<file path="config.mk">
export PLATFORM = sky130hd
export DESIGN_NAME = register_file_flat
export DESIGN_NICKNAME = d
export VERILOG_FILES = /design/src/rtl/register_file_pkg.sv /design/src/rtl/register_file_if.sv /design/src/rtl/register_file_reg_decoder.sv /design/src/rtl/register_file.sv /design/src/flat_wrapper.sv
export SDC_FILE = /design/constraint.sdc
export NUM_CORES = 2
export LEC_CHECK = 0
export BUFFER_PORTS_ARGS = -buffer_cell sky130_fd_sc_hd__clkbuf_2
export CORE_AREA = 2 2 330 332
export DETAILED_ROUTE_END_ITERATION = 6
export DIE_AREA = 0 0 332 334
export PLACE_DENSITY = 0.78
export SYNTH_ARGS = -nofsm -noshare
export SYNTH_HDL_FRONTEND = slang
export SYNTH_HIERARCHICAL = 1
export SYNTH_SLANG_ARGS = --single-unit
</file>
<file path="constraint.sdc">
create_clock -name clk -period 1.78 [get_ports clk]
set_clock_uncertainty 0.2 [all_clocks]
set_input_delay 0.089 -clock clk [delete_from_list [all_inputs] [get_ports clk]]
set_output_delay 0.089 -clock clk [all_outputs]
set_load 0.1 [all_outputs]
</file>
<file path="src/rtl/register_file_pkg.sv">
// rtl/register_file_pkg.sv - shared MIPS register-file constants and types
package register_file_pkg;

   localparam int DATA_W_DEF = 32;
   localparam int ADDR_W_DEF = 5;

   localparam int REG_ZERO = 0;
   localparam int REG_SP   = 29;
   localparam int REG_RA   = 31;

   localparam logic [31:0] SP_RESET_DEF = 32'h0000_0000;

   typedef logic [ADDR_W_DEF-1:0] reg_addr_t;
   typedef logic [DATA_W_DEF-1:0] reg_data_t;

   // Power-on content of register idx; only $sp has a non-zero seed.
   function automatic reg_data_t reset_value(input int idx, input reg_data_t sp_value);
      return (idx == REG_SP) ? sp_value : '0;
   endfunction

endpackage

</file>
<file path="src/rtl/register_file_if.sv">
// rtl/register_file_if.sv - read/write port bundle between datapath and register file
interface register_file_if #(
   parameter int DATA_W = 32,
   parameter int ADDR_W = 5
);

   logic              reg_write;
   logic [ADDR_W-1:0] read_reg1;
   logic [ADDR_W-1:0] read_reg2;
   logic [ADDR_W-1:0] write_reg;
   logic [DATA_W-1:0] write_data;
   logic [DATA_W-1:0] read_data1;
   logic [DATA_W-1:0] read_data2;

   modport master (
      output reg_write, read_reg1, read_reg2, write_reg, write_data,
      input  read_data1, read_data2
   );

   modport slave (
      input  reg_write, read_reg1, read_reg2, write_reg, write_data,
      output read_data1, read_data2
   );

endinterface

</file>
<file path="src/rtl/register_file_reg_decoder.sv">
// rtl/register_file_reg_decoder.sv - gate-level one-hot write-enable decoder
module reg_decoder #(
   parameter int ADDR_W = 5
) (
   input  logic                     en,
   input  logic [ADDR_W-1:0]        addr,
   output logic [(1<<ADDR_W)-1:1]   onehot
);

   // Index 0 has no output: the zero register never gets an enable.
   for (genvar i = 1; i < (1 << ADDR_W); i++) begin : g_line
      localparam logic [ADDR_W-1:0] IDX = ADDR_W'(i);
      logic [ADDR_W-1:0] lit;

      for (genvar b = 0; b < ADDR_W; b++) begin : g_bit
         if (IDX[b]) begin : g_true
            assign lit[b] = addr[b];
         end else begin : g_comp
            assign lit[b] = ~addr[b];
         end
      end

      // en gates every line, so X on addr cannot raise an enable when en=0.
      assign onehot[i] = en & (&lit);
   end

endmodule

</file>
<file path="src/rtl/register_file.sv">
// rtl/register_file.sv - 32-entry dual-read single-write MIPS register file
module register_file
   import register_file_pkg::*;
#(
   parameter int              DATA_W   = DATA_W_DEF,
   parameter int              ADDR_W   = ADDR_W_DEF,
   parameter logic [DATA_W-1:0] SP_RESET = DATA_W'(SP_RESET_DEF),
   parameter bit              BYPASS   = 1'b0
) (
   input  logic          clk,
   input  logic          rst_n,
   register_file_if.slave bus
);

   localparam int NREGS = 1 << ADDR_W;

   logic [NREGS-1:1]  we;
   logic [DATA_W-1:0] regs [1:NREGS-1];
   logic [DATA_W-1:0] view [NREGS];
   logic              wr_live;

   reg_decoder #(.ADDR_W(ADDR_W)) u_dec (
      .en     (bus.reg_write),
      .addr   (bus.write_reg),
      .onehot (we)
   );

   always_ff @(posedge clk or negedge rst_n) begin
      if (!rst_n) begin
         for (int i = 1; i < NREGS; i++) begin
            regs[i] <= (i == REG_SP) ? SP_RESET : '0;
         end
      end else begin
         for (int i = 1; i < NREGS; i++) begin
            if (we[i]) begin
               regs[i] <= bus.write_data;
            end
         end
      end
   end

   // Address 0 is a hard-wired zero slot in the read view.
   always_comb begin
      view[0] = '0;
      for (int i = 1; i < NREGS; i++) begin
         view[i] = regs[i];
      end
   end

   assign wr_live = bus.reg_write && (bus.write_reg != '0);

   always_comb begin
      bus.read_data1 = view[bus.read_reg1];
      if (BYPASS && wr_live && (bus.read_reg1 == bus.write_reg)) begin
         bus.read_data1 = bus.write_data;
      end
   end

   always_comb begin
      bus.read_data2 = view[bus.read_reg2];
      if (BYPASS && wr_live && (bus.read_reg2 == bus.write_reg)) begin
         bus.read_data2 = bus.write_data;
      end
   end

endmodule

</file>
<file path="src/flat_wrapper.sv">
// flat-port wrapper written by rule: the top's interface ports become plain ports
module register_file_flat import register_file_pkg::*;
#(
   parameter int              DATA_W   = DATA_W_DEF,
   parameter int              ADDR_W   = ADDR_W_DEF,
   parameter logic [DATA_W-1:0] SP_RESET = DATA_W'(SP_RESET_DEF),
   parameter bit              BYPASS   = 1'b0
)
  (clk, rst_n, bus_reg_write, bus_read_reg1, bus_read_reg2, bus_write_reg, bus_write_data, bus_read_data1, bus_read_data2);
  register_file_if #(.DATA_W(DATA_W), .ADDR_W(ADDR_W)) bus_i ();
  input  logic clk;
  input  logic rst_n;
  input wire logic [$bits(bus_i.reg_write)-1:0] bus_reg_write;
  input wire logic [$bits(bus_i.read_reg1)-1:0] bus_read_reg1;
  input wire logic [$bits(bus_i.read_reg2)-1:0] bus_read_reg2;
  input wire logic [$bits(bus_i.write_reg)-1:0] bus_write_reg;
  input wire logic [$bits(bus_i.write_data)-1:0] bus_write_data;
  output wire logic [$bits(bus_i.read_data1)-1:0] bus_read_data1;
  output wire logic [$bits(bus_i.read_data2)-1:0] bus_read_data2;
  assign bus_i.reg_write = bus_reg_write;
  assign bus_i.read_reg1 = bus_read_reg1;
  assign bus_i.read_reg2 = bus_read_reg2;
  assign bus_i.write_reg = bus_write_reg;
  assign bus_i.write_data = bus_write_data;
  assign bus_read_data1 = bus_i.read_data1;
  assign bus_read_data2 = bus_i.read_data2;
  register_file #(.DATA_W(DATA_W), .ADDR_W(ADDR_W), .SP_RESET(SP_RESET), .BYPASS(BYPASS)) u_core (.clk(clk), .rst_n(rst_n), .bus(bus_i));
endmodule
</file>
==> flow_metrics.env <==
export IMPL_synth_top_family_by_area="multiplexers"
export IMPL_hold_viol=0
export IMPL_finalPower_uw=73200
export IMPL_p_leak_uw=0.0286
export IMPL_yosysTopAreaCell="dfrtp_1"
export IMPL_antenna_found_initial=14
export IMPL_grt_usage_pct=30.9
export IMPL_die_h_um=334
export IMPL_async_flop_share_pct=100
export IMPL_ir_worst_vdd_uv=785
export IMPL_p_switching_uw=21600
export IMPL_synth_area_leaders="dfrtp_1 47%, mux2_2 22%, mux4_2 16%"
export IMPL_register_area_mm2=0.0248
export IMPL_synth_area_mux_share_pct=41.6
export IMPL_cts_max_level=3
export IMPL_period_share_pct=158
export IMPL_area_growth_pct=24.8
export IMPL_grt_pass1_wl_um=257000
export IMPL_fin_nets=4068
export IMPL_cts_tree="yes"
export IMPL_post_dp_hpwl_um=113000
export IMPL_finalWirelength_um=172000
export IMPL_yosys_warnings=6
export IMPL_pin_count=114
export IMPL_clkPwrFrac_pct=31.8
export IMPL_critical_path_class="flop to output pin"
export IMPL_arrival_ns=2.52
export IMPL_maxSlewViolCount=0
export IMPL_drt_pass1_iterations=5
export IMPL_wl_per_cell_um=31.1
export IMPL_postRouteAntennaNets=0
export IMPL_viasPerCell=6.77
export IMPL_crit_fanout=2
export IMPL_synth_area_per_cell_um2=14.5
export IMPL_synth_xor_xnor_area_share_pct=0
export IMPL_drt_initial_drc_count=3864
export IMPL_dp_slack_ns=-0.744
export IMPL_crit_path_end_kind="output pin"
export IMPL_synth_cell_types=27
export IMPL_netlist_area_leader_share_pct=46.7
export IMPL_grt_pass1_vias=39100
export IMPL_placed_area_mm2=0.0618
export IMPL_synth_seq_cells=992
export IMPL_fin_setup_tns_ns=-55.28
export IMPL_hold_path_depth=6
export IMPL_vias=37400
export IMPL_required_ns=1.49
export IMPL_synthesis_instances=3660
export IMPL_synth_simple_gate_area_share_pct=1.76
export IMPL_synth_edf_count=0
export IMPL_clk_pin_slew_worst_paths_ns=0.06
export IMPL_drive_above_1_share_pct=59.2
export IMPL_comb_power_share_pct=26.5
export IMPL_cts_root_buf="clkbuf_16"
export IMPL_drcViolationCount=0
export IMPL_synth_fa_ha_area_share_pct=0
export IMPL_max_freq_ghz=0.356
export IMPL_cap_violations=0
export IMPL_finalSetupViolCount=64
export IMPL_p_per_area_mw_per_mm2=1100
export IMPL_synth_nets=3710
export IMPL_initial_utilization_pct=49.3
export IMPL_worst_r2r_cell_count=3
export IMPL_rows=121
export IMPL_worst_slew_pin_slew_ns=1.13
export IMPL_fin_crit_ns=2.81
export IMPL_p_seq_share_pct=41.7
export IMPL_violations="negative setup slack"
export IMPL_holdCritPathClass="input pin to flop"
export IMPL_largest_register="u_core/regs"
export IMPL_cts_buffer_depth=3
export IMPL_port_buffers=113
export IMPL_multi_input_area_mm2=0.0279
export IMPL_grt_max_degree=78
export IMPL_largest_reg_flops=992
export IMPL_worst_slack_ns=-1.03
export IMPL_place_gp_congestion=0.911
export IMPL_reg_top3="u_core/regs (992)"
export IMPL_rsz0062_at_grt="true"
export IMPL_overflow=0
export IMPL_outcome="finished, violations left"
export IMPL_syn_cell_area_mm2=0.0532
export IMPL_max_slew_margin_rel_pct=24.3
export IMPL_clock_sinks=992
export IMPL_synth_compound_area_share_pct=6.31
export IMPL_die_x_um=332
export IMPL_switching_share_pct=29.5
export IMPL_synth_ff_type="dfrtp_1"
export IMPL_cts_buffers=103
export IMPL_cp_start_kind="flop"
export IMPL_synth_yosys_seq_area_share_pct=46.7
export IMPL_power_internal_uw=51600
export IMPL_dieArea_mm2=0.111
export IMPL_final_area_mm2=0.0664
export IMPL_clk_latency_ns=0.68
export IMPL_nFillCells=7539
export IMPL_core_area_mm2=0.108
layer usage:
| layer | track usage (%) | vias to the layer above | wire [µm] |
|---|---|---|---|
| met5 | 0 | - | 58 |
| met4 | 15.0 | 10 | 8750 |
| met3 | 7.23 | 544 | 16900 |
| met2 | 47.8 | 2187 | 79700 |
| met1 | 41.3 | 19800 | 66300 |
| li1 | - | 14900 | - |
through the flow:
step                      cells  utilization (%)  hold slack (ns)
final                      5524             61.6           0.0740
after global routing       5523             61.6           0.0772
after CTS                  5510             61.5          0.00830
after detailed placement   5263             57.4           -0.177
after global placement     5263             57.4           -0.179
after floorplan            3660                -           -0.407
path summary, 6_finish.rpt:
check	slack [ns]	start	endpoint
setup / recovery	-1.03	u_core/regs[98]	bus_read_data2[2]
hold / removal	0.07	bus_write_reg[1]	u_core/regs[990]
setup reg to reg	0.53	u_core/regs[276]	u_core/regs[276]
hold reg to reg	0.32	u_core/regs[637]	u_core/regs[637]
max in group asynchronous	0.12	rst_n	u_core/regs[589]
min in group asynchronous	0.49	rst_n	u_core/regs[855]
area by class of cell:
class,count,area share [%]
multi-input cells,2234,42.0
diodes,7,0.0264
clock buffers,144,4.60
inverters,2,0.0132
flip-flops and latches,992,37.4
repair buffers,685,12.4
clock inverters,46,0.946
well taps,1414,2.67
layout by cell type, fill, tap and decap left out, types with 10 or more instances in the layout:
cell type / netlist / layout
mux2_2: 1055 / 1054
dfrtp_1: 992 / 992
mux4_2: 384 / 384
buf_4: 29 / 347
buf_12: 0 / 236
a22o_1: 191 / 191
mux2i_1: 162 / 162
clkbuf_16: 0 / 104
nand2_1: 68 / 66
o22ai_1: 64 / 64
o31ai_4: 0 / 64
a211oi_1: 64 / 49
clkbuf_2: 0 / 39
dlygate4sd3_1: 0 / 35
nor2_4: 0 / 33
o21ai_2: 0 / 33
and3_1: 32 / 32
and2_1: 34 / 32
clkbuf_8: 0 / 30
o21ai_1: 64 / 29
clkinv_2: 0 / 22
buf_6: 19 / 21
a211oi_2: 0 / 15
bufinv_16: 0 / 13
clkbuf_1: 241 / 10
worst max-delay path, cell delays in order, from the launching register on:
cell and delay [ns]:
dfrtp_1 0.41, buf_6 0.13, mux4_2 0.45, a22o_1 0.24
o21ai_1 0.13, buf_4 0.14, o31ai_4 0.13, buf_12 0.20
cells by family (layout without fill, tap and decap cells):
| group | Yosys count | in the layout |
|---|---|---|
| AO/OA/AOI/OAI | 447 | 447 |
| buffers and inverters | 434 | 877 |
| flip-flops | 992 | 992 |
| multiplexers | 1601 | 1601 |
| other | 0 | 7 |
| AND/OR/NAND/NOR | 186 | 186 |
Yosys cell counts, types with 39 or more instances:
master,instances
mux2_2,1055
dfrtp_1,992
mux4_2,384
clkbuf_1,241
a22o_1,191
mux2i_1,162
buf_1,104
nand2_1,68
a211oi_1,64
o21ai_1,64
o22ai_1,64
o31ai_1,64
buf_2,39
power by group through the flow:
stage / registers (µW) / clock network, µW / logic (µW)
after global routing: 30900 / 24500 / 20300
after floorplan: 29400 / 0 / 13400
after detailed placement: 30600 / 0 / 18700
final: 30500 / 23300 / 19400
after global placement: 30300 / 0 / 18200
after CTS: 30300 / 23500 / 19300
timing repair:
| action | CTS | global route |
|---|---|---|
| resized for setup | 66 | 7 |
| pin swaps | 141 | 52 |
| setup buffers | 32 | 8 |
| endpoints found under the hold margin | 1951 | 20 |
| hold buffers | 36 | 2 |
| setup endpoints to repair | 64 | 475 |
Power figures use the tool's default switching activity.
